### config.mk
export PLATFORM = sky130hd
export DESIGN_NAME = imm_decode_stage
export DESIGN_NICKNAME = d
export VERILOG_FILES = /design/src/rtl/imm_decode_stage.sv
export SDC_FILE = /design/constraint.sdc
export NUM_CORES = 1
export LEC_CHECK = 0
export CAP_MARGIN = 20
export CELL_PAD_IN_SITES_DETAIL_PLACEMENT = 0
export CELL_PAD_IN_SITES_GLOBAL_PLACEMENT = 1
export CORE_ASPECT_RATIO = 0.6
export CORE_MARGIN = 2
export CORE_UTILIZATION = 43
export DETAILED_ROUTE_END_ITERATION = 8
export HOLD_SLACK_MARGIN = 0.1
export PLACE_DENSITY_LB_ADDON = 0.1
export SYNTH_ARGS = -nofsm -noshare
export SYNTH_HDL_FRONTEND = slang
export SYNTH_SLANG_ARGS = --single-unit
### constraint.sdc
create_clock -name clk -period 6.98 [get_ports clk]
set_input_delay 1.396 -clock clk [delete_from_list [all_inputs] [get_ports clk]]
set_output_delay 1.396 -clock clk [all_outputs]
set_load 0.02 [all_outputs]
### src/rtl/imm_decode_stage.sv
// RISC-V immediate-decode stage: decodes I/S/B/U/J immediates and PC-relative targets behind a 2-entry skid buffer.
// Optional IMM_DECODE_ILLEGAL_EN adds a registered out_illegal flag.
module imm_decode_stage #(
  parameter int XLEN = 32
) (
  input  logic            clk,
  input  logic            rst,
  input  logic            flush,
  input  logic            in_valid,
  output logic            in_ready,
  input  logic [31:0]     in_inst,
  input  logic [XLEN-1:0] in_pc,
  output logic            out_valid,
  input  logic            out_ready,
  output logic [31:0]     out_inst,
  output logic [XLEN-1:0] out_pc,
  output logic [XLEN-1:0] out_imm,
  output logic [2:0]      out_fmt,
  output logic [XLEN-1:0] out_target
`ifdef IMM_DECODE_ILLEGAL_EN
  ,
  output logic            out_illegal
`endif
);

  localparam logic [2:0] FMT_NONE = 3'd0;
  localparam logic [2:0] FMT_I    = 3'd1;
  localparam logic [2:0] FMT_S    = 3'd2;
  localparam logic [2:0] FMT_B    = 3'd3;
  localparam logic [2:0] FMT_U    = 3'd4;
  localparam logic [2:0] FMT_J    = 3'd5;

  typedef struct packed {
    logic [31:0]     inst;
    logic [XLEN-1:0] pc;
    logic [XLEN-1:0] imm;
    logic [2:0]      fmt;
    logic [XLEN-1:0] target;
    logic            illegal;
  } entry_t;

  entry_t     dec_d;
  entry_t     out_q;
  entry_t     skid_q;
  logic       out_valid_q;
  logic       skid_valid_q;
  logic [6:0] opcode;
  logic [63:0] imm64;
  logic       pc_rel;
  logic       accept;

  assign opcode = in_inst[6:0];

  // Immediates are built at 64 bits and truncated, so XLEN=32 and XLEN=64 share one path.
  always_comb begin
    imm64   = '0;
    pc_rel  = 1'b0;
    dec_d   = '0;
    dec_d.fmt = FMT_NONE;
    unique case (opcode)
      7'b0010011, 7'b0000011, 7'b0011011, 7'b1100111: begin
        dec_d.fmt = FMT_I;
        imm64     = {{52{in_inst[31]}}, in_inst[31:20]};
      end
      7'b0100011: begin
        dec_d.fmt = FMT_S;
        imm64     = {{52{in_inst[31]}}, in_inst[31:25], in_inst[11:7]};
      end
      7'b1100011: begin
        dec_d.fmt = FMT_B;
        imm64     = {{51{in_inst[31]}}, in_inst[31], in_inst[7], in_inst[30:25],
                     in_inst[11:8], 1'b0};
        pc_rel    = 1'b1;
      end
      7'b0110111, 7'b0010111: begin
        dec_d.fmt = FMT_U;
        imm64     = {{32{in_inst[31]}}, in_inst[31:12], 12'b0};
        pc_rel    = (opcode == 7'b0010111);
      end
      7'b1101111: begin
        dec_d.fmt = FMT_J;
        imm64     = {{43{in_inst[31]}}, in_inst[31], in_inst[19:12], in_inst[20],
                     in_inst[30:21], 1'b0};
        pc_rel    = 1'b1;
      end
      default: begin
        dec_d.fmt = FMT_NONE;
        imm64     = '0;
      end
    endcase
    dec_d.inst   = in_inst;
    dec_d.pc     = in_pc;
    dec_d.imm    = imm64[XLEN-1:0];
    // JALR is excluded from pc_rel: its target depends on rs1.
    dec_d.target = pc_rel ? (in_pc + imm64[XLEN-1:0]) : '0;
`ifdef IMM_DECODE_ILLEGAL_EN
    dec_d.illegal = (dec_d.fmt == FMT_NONE) || (in_inst[1:0] != 2'b11) ||
                    ((XLEN == 32) && (opcode == 7'b0011011));
`else
    dec_d.illegal = 1'b0;
`endif
  end

  // Handshake: a transfer happens on an edge where valid && ready; in_ready depends only
  // on skid occupancy and rst, never on in_valid, so there is no combinational loop.
  assign in_ready = !skid_valid_q && !rst;
  assign accept   = in_valid && in_ready;

  always_ff @(posedge clk) begin
    if (rst) begin
      out_valid_q  <= 1'b0;
      skid_valid_q <= 1'b0;
      out_q        <= '0;
      skid_q       <= '0;
    end else if (flush) begin
      out_valid_q  <= 1'b0;
      skid_valid_q <= 1'b0;
    end else if (!out_valid_q || out_ready) begin
      if (skid_valid_q) begin
        out_q        <= skid_q;
        out_valid_q  <= 1'b1;
        skid_valid_q <= 1'b0;
      end else if (accept) begin
        out_q       <= dec_d;
        out_valid_q <= 1'b1;
      end else begin
        out_valid_q <= 1'b0;
      end
    end else if (accept) begin
      skid_q       <= dec_d;
      skid_valid_q <= 1'b1;
    end
  end

  assign out_valid  = out_valid_q;
  assign out_inst   = out_q.inst;
  assign out_pc     = out_q.pc;
  assign out_imm    = out_q.imm;
  assign out_fmt    = out_q.fmt;
  assign out_target = out_q.target;
`ifdef IMM_DECODE_ILLEGAL_EN
  assign out_illegal = out_q.illegal;
`endif

endmodule

==> impl_metrics.toml, run 1 <==
[run_status]
status = "complete, no violations"

[route]
wl_um = 40120
met3WireLength_um = 2107
top_layer = "met4"
post-route-drc-count = 0
viasPerCell = 5.562
drtIter0Drc = 903
wl_met1_um = 20320
firstDrtPassIters = 5
wire_per_inst_um = 19.52
antenna_left = 0
vias = 11429
wl_met2_um = 17240

[timing]
hold_viol_final = 0
finalCriticalPeriod_ns = 5.362
rsz0062_at_grt = "false"
period_share = 0.7682
holdWs_ns = 0.4518
tns_ns = 0
tightest_slew_ns = 1.085
fmax_ghz = 0.1865
finalClockSkew_ns = 0.01079
slew_headroom = 0.2768
setup_viol = 0
finalMaxSlewViolations = 0

[pwr]
finalPower_mw = 3.472
p_sw_mw = 0.8686
pwr-share-clk = 0.432
p_int_mw = 2.604
pwr_density_cell_nw_per_um2 = 223.3
switching_share = 0.2502
p_leak_nw = 5.493
p_comb_frac = 0.118
seq_power_share = 0.449
irDropWorstVdd_mv = 0.1521

[worst_setup_path]
worstReg2RegEnd = "skid_q[32]$_SDFFE_PP0P_"
crit_type = "in2reg"
critical_path_required_ns = 7.38
r2r_slack_ns = 3.74
critPathCaptureType = "register"
worstReg2RegStart = "skid_valid_q$_SDFFE_PP0P_"
path_max_fanout = 10
crit_path_start_kind = "primary input"
ff2ff_path_depth = 6
arrival_ns = 5.77

[floorplan]
die_area_sq_um = 30380
start_util = 0.4356
die_width_um = 223.7
rows = 48
die_h_um = 135.8
ioPinCount = 202
core_sq_um = 28590

[placed_design]
gp_congestion = 0.9353
io_buffers = 201
dp_cells = 2008
dp_hpwl_um = 28250

[logic_synthesis]
synth-edff-count = 0
yosysWarnings = 0
syn_area_sq_um = 12450
postSynthAreaPerCell_sq_um = 8.123
async_flop_share = 0
ys_ff_latch = 264
yosysSeqAreaShare = 0.4244
synth_cells = 1533
synth.distinct_cells = 65
yosys_most_used_dff = "dfxtp_1"
syn_nets = 1634

[cells_and_area]
final_cell_mix = "nand2_1 (264), dfxtp_1 (263), clkdlybuf4s50_1 (200)"
final_cells = 2055
final_common_cell = "nand2_1"
fillers = 2756
drive_above_1_share = 0.04348
nNetsFinal = 1762
syn2layout_area_growth_pct = 24.85

[global_route]
antenna_found_initial = 0
grt_start_max_net_pins = 94
overflow = 0
grt_pass1_vias = 10246
grt_usage = 0.2574
grt_pass1_wl_um = 61450

[cts]
clk_latency_ns = 0.54
cts_setup_buffers = 0
cts_tree = "done"
htree_num_levels = 1
cts.path.max_buffers = 3
ctsResizeCount = 0
cts_root_buf = "clkbuf_16"
cts.sinks = 264
path_clk_slew_ns = 0.07
cts_buffers = 26
holdBufCountCts = 0

[worst_hold_path]
whs_endpoint = "skid_q[22]$_SDFFE_PP0P_"
hold_path.startpoint = "skid_q[22]$_SDFFE_PP0P_"
hold_depth = 2
min_path_type = "reg2reg"

[flow_run]
cap_violations = 0
-- registers in the layout (all words and copies together) (netlist names) --
signal and flops:
skid_valid_q 1, out_valid 1, out_imm 32, skid_q 131
out_target 32, out_pc 32, out_fmt 3, out_inst 32
-- logic make-up after synthesis --
family	share of synthesized area
xor gates and xnor gates	0.02170
and+or+nand+nor	0.1844
muxes	0.06269
buffers and inverters	0.04290
DFF	0.4244
AOI/OAI and AO/OA	0.2312
adders and majority gates	0.03275
-- power by group through the flow --
stage / Clock (mW) / Combinational, mW / Sequential, mW
after floorplan: 0 / 0.181 / 1.63
after global placement: 0 / 0.409 / 1.59
after detailed placement: 0 / 0.408 / 1.59
after CTS: 1.54 / 0.410 / 1.56
after global routing: 1.59 / 0.441 / 1.56
final: 1.50 / 0.410 / 1.56
-- cell type report --
| class | instances | area [sq um] | share of cell area |
|---|---|---|---|
| clock inverter | 7 | 112.6 | 0.007243 |
| tap | 375 | 469.2 | 0.03018 |
| antenna | 1 | 2.502 | 0.0001610 |
| clock buffer | 39 | 800.8 | 0.05150 |
| timing repair buffer | 218 | 2166 | 0.1393 |
| inverter | 17 | 63.81 | 0.004104 |
| sequential | 264 | 5289 | 0.3402 |
| multi-input combinational | 1134 | 6644 | 0.4273 |
-- worst max-delay path by stage --
stage | endpoint | slack (ns) | from
2_1_floorplan | out_target[29]$_SDFFE_PP0P_ | 2.40 | in_inst[3]
3_3_place_gp | out_target[29]$_SDFFE_PP0P_ | 1.24 | in_inst[1]
3_5_place_dp | out_target[25]$_SDFFE_PP0P_ | 1.19 | in_inst[6]
4_1_cts | out_target[25]$_SDFFE_PP0P_ | 1.74 | in_inst[6]
5_1_grt | out_target[25]$_SDFFE_PP0P_ | 1.28 | in_inst[6]
6_report | out_target[25]$_SDFFE_PP0P_ | 1.62 | in_inst[6]
-- cells in the mapped netlist (5+ instances only) --
cell type / instances / area (sq um)
dfxtp_1: 264 / 5285
nand2_1: 264 / 991.0
nor2_1: 172 / 645.6
a21oi_1: 164 / 820.8
clkbuf_1: 92 / 345.3
a211oi_1: 90 / 675.7
mux2i_1: 78 / 780.8
o21ai_0: 41 / 205.2
ha_1: 31 / 387.9
o21ai_1: 30 / 150.1
a21o_1: 28 / 210.2
nor3_1: 23 / 115.1
o211ai_1: 21 / 157.7
buf_2: 16 / 80.08
inv_1: 16 / 60.06
xnor2_1: 16 / 140.1
a221oi_1: 15 / 131.4
nand3_1: 15 / 75.07
nand2b_1: 14 / 87.58
and2_1: 13 / 81.33
xor2_1: 13 / 113.9
a22o_1: 12 / 105.1
a22oi_1: 9 / 67.56
nand4_1: 9 / 56.30
buf_1: 8 / 30.03
nor2b_1: 6 / 37.54
and3_1: 5 / 31.28
o21bai_1: 5 / 37.54
o22ai_1: 5 / 31.28
-- routing by layer --
| metal | vias up | track usage |
|---|---|---|
| li1 | 5670 | - |
| met1 | 5436 | 0.3991 |
| met2 | 291 | 0.3809 |
| met3 | 32 | 0.03739 |
| met4 | 0 | 0.03963 |
| met5 | - | 0 |
-- metrics by stage --
stage | worst slack, ns | utilization | area (sq um)
finish | 1.618 | 0.5439 | 15550
global route | 1.284 | 0.5438 | 15540
CTS | 1.735 | 0.5438 | 15540
detailed placement | 1.194 | 0.5118 | 14630
global placement | 1.241 | 0.5118 | 14630
floorplan | 2.404 | - | 12450
-- worst max-delay path, cell delays in order --
cell	delay [ns]
clkdlybuf4s50_1	0.70
nand2_1	0.17
nor2_1	0.15
nand2_1	0.07
a21oi_1	0.70
a21oi_1	0.28
inv_1	0.12
ha_1	0.31
a21oi_1	0.24
o21ai_0	0.15
nor3_1	0.42
o21ai_1	0.31
a41oi_1	0.44
mux2i_1	0.23
o31ai_1	0.08
Power figures use the tool's default switching activity.
==> inputs of run 2 (changes only) <==
--- a/config.mk
+++ b/config.mk
@@ -10,7 +10,7 @@
 export CELL_PAD_IN_SITES_GLOBAL_PLACEMENT = 1
 export CORE_ASPECT_RATIO = 0.6
 export CORE_MARGIN = 2
-export CORE_UTILIZATION = 43
+export CORE_UTILIZATION = 36
 export DETAILED_ROUTE_END_ITERATION = 8
 export HOLD_SLACK_MARGIN = 0.1
 export PLACE_DENSITY_LB_ADDON = 0.1
==> constraint.sdc (replaced) <==
create_clock -name clk -period 4.8 [get_ports clk]
set_input_delay 0.96 -clock clk [delete_from_list [all_inputs] [get_ports clk]]
set_output_delay 0.96 -clock clk [all_outputs]
set_load 0.02 [all_outputs]
==> run 2 against run 1 <==
  * Sequential cell count unchanged
  * First-iteration DRC count down 4.7%
  * Utilization down 6.9 points
  * Critical endpoint is now out_target[22]$_SDFFE_PP0P_
  * Power up 41%
  * Largest power group unchanged
  * Largest cell class unchanged
  * Sequential power up 46%
  * Final cell count up 7.7%
  * Cell area up 3.6%
  * Critical path type unchanged
  * Setup slack worse by 1.2 ns
==> impl_metrics.toml, run 2 (synthesized netlist as in run 1, its figures left out) <==
[route]
vias = 11569
wire_per_inst_um = 18.80
post-route-drc-count = 0
viasPerCell = 5.228
antenna_left = 0
drtIter0Drc = 861
firstDrtPassIters = 7
wl_um = 41600

[cells_and_area]
nNetsFinal = 1836
regMostFlops = "skid_q"
drive_above_1_share = 0.08110
largest_reg_flops = 131
syn2layout_area_growth_pct = 29.38
fin_area_sq_um = 16110
final_cell_mix = "nand2_1 (264), dfxtp_1 (263), clkdlybuf4s50_1 (200)"
final_common_cell = "nand2_1"
fillers = 3383
post-route-util = 0.4753

[pwr]
pwr-share-clk = 0.405
p_int_mw = 3.611
switching_share = 0.2601
p_sw_mw = 1.270
p_comb_frac = 0.129
p_leak_nw = 5.798
irDropWorstVdd_mv = 0.2148
pwr_density_cell_nw_per_um2 = 302.9
seq_power_share = 0.465

[timing]
rsz0062_at_grt = "false"
finalCriticalPeriod_ns = 4.356
finalClockSkew_ns = 0.01015
tightest_slew_ns = 1.015
slew_headroom = 0.3233
setup_viol = 0
hold_viol_final = 0
finalMaxSlewViolations = 0
fmax_ghz = 0.2296
period_share = 0.9075

[cts]
cts.sinks = 264
htree_num_levels = 1
holdBufCountCts = 0
cts_setup_buffers = 0
cts_buffers = 26
path_clk_slew_ns = 0.07
cts.path.max_buffers = 3
clk_latency_ns = 0.54
cts_tree = "done"
cts_root_buf = "clkbuf_16"
ctsResizeCount = 0

[placed_design]
io_buffers = 201
dp_hpwl_um = 29370
gp_congestion = 0.8964
place_area_sq_um = 15300

[floorplan]
die_area_sq_um = 36140
rows = 52
die_width_um = 244.1
start_util = 0.3674
core_sq_um = 33900
die_h_um = 148.1
ioPinCount = 202

[global_route]
grt_start_max_net_pins = 153
antenna_found_initial = 2
overflow = 0
grt_pass1_wl_um = 63520
grt_usage = 0.2232
grt_pass1_vias = 10759

[worst_hold_path]
min_path_type = "reg2reg"
hold_path.startpoint = "out_imm[18]$_SDFFE_PP0P_"

[worst_setup_path]
crit_path_start_kind = "primary input"
arrival_ns = 4.74
critPathCaptureType = "register"
cp-startpoint = "in_inst[3]"
path_max_fanout = 6
worstReg2RegStart = "skid_valid_q$_SDFFE_PP0P_"
crit_type = "in2reg"
critical_path_required_ns = 5.18

[flow_run]
cap_violations = 0

[run_status]
status = "complete, no violations"
## run 2: cell types whose count changed in the layout (fill, tap and decap cells not counted), sizes merged
| cell | before | now |
|---|---|---|
| diode | 1 | 3 |
| bufinv | 3 | 0 |
| buf | 18 | 92 |
| clkinv | 3 | 5 |
| clkinvlp | 1 | 0 |
## run 2: path summary, 6_finish.rpt
path / end / slack (ns) / cells after the start
min: out_imm[18]$_SDFFE_PP0P_ / 0.45 / 2
min reg2reg: out_imm[18]$_SDFFE_PP0P_ / 0.45 / 2
max: out_target[22]$_SDFFE_PP0P_ / 0.44 / 17
max reg2reg: out_pc[12]$_SDFFE_PP0P_ / 2.26 / 4
## run 2: area by class of cell
| class | instances | area, sq um | share of cell area |
|---|---|---|---|
| clock buffer | 39 | 770.7 | 0.04784 |
| antenna | 3 | 7.507 | 0.0004659 |
| sequential | 264 | 5289 | 0.3283 |
| timing repair buffer | 292 | 2734 | 0.1697 |
| multi-input combinational | 1134 | 6644 | 0.4124 |
| inverter | 17 | 63.81 | 0.003961 |
| tap | 459 | 574.3 | 0.03564 |
| clock inverter | 5 | 28.78 | 0.001786 |
## run 2: metal layers
layer	part of all wire	vias to the layer above	GRT usage
met4	0.013	0	0.03811
met3	0.048	47	0.03266
li1	-	5806	-
met2	0.43	233	0.3278
met5	0	-	0
met1	0.51	5483	0.3461
## run 2: power groups by stage
| stage | logic (mW) | clock network (mW) | registers, mW |
|---|---|---|---|
| after CTS | 0.634 | 2.04 | 2.27 |
| after floorplan | 0.263 | 0 | 2.37 |
| final | 0.631 | 1.98 | 2.27 |
| after detailed placement | 0.631 | 0 | 2.32 |
| after global routing | 0.682 | 2.12 | 2.28 |
| after global placement | 0.632 | 0 | 2.32 |
## run 2: stage by stage
step / hold slack [ns] / setup TNS, ns / power (mW) / instances / worst slack [ns]
3_5_place_dp: 0.4451 / -0.4728 / 2.951 / 2166 / -0.1230
6_report: 0.4524 / 0 / 4.881 / 2213 / 0.4442
4_1_cts: 0.4537 / 0 / 4.940 / 2210 / 0.4423
5_1_grt: 0.4669 / 0 / 5.082 / 2212 / 0.1619
2_1_floorplan: 0.4173 / 0 / 2.633 / 1533 / 0.6595
3_3_place_gp: 0.4334 / -0.06726 / 2.952 / 2166 / -0.03573
## run 2: critical path: stages
cell and delay [ns]:
clkdlybuf4s50_1 0.56, nor2b_1 0.21, o22ai_1 0.10, nor2b_1 0.14
buf_4 0.13, a22oi_1 0.25, inv_1 0.12, ha_1 0.22
fa_1 0.41, a21o_1 0.20, a22o_1 0.20, o21ai_1 0.30
a21oi_1 0.17, a21oi_1 0.29, xnor2_1 0.12, a221oi_1 0.27
nor3_1 0.08
==> inputs of run 3 (changes only) <==
--- a/config.mk
+++ b/config.mk
@@ -5,6 +5,7 @@
 export SDC_FILE = /design/constraint.sdc
 export NUM_CORES = 1
 export LEC_CHECK = 0
+export ABC_CLOCK_PERIOD_IN_PS = 4800
 export CAP_MARGIN = 20
 export CELL_PAD_IN_SITES_DETAIL_PLACEMENT = 0
 export CELL_PAD_IN_SITES_GLOBAL_PLACEMENT = 1
==> results of run 3 <==
Same layout as run 2: the final DEF is identical, and so are final timing and power.
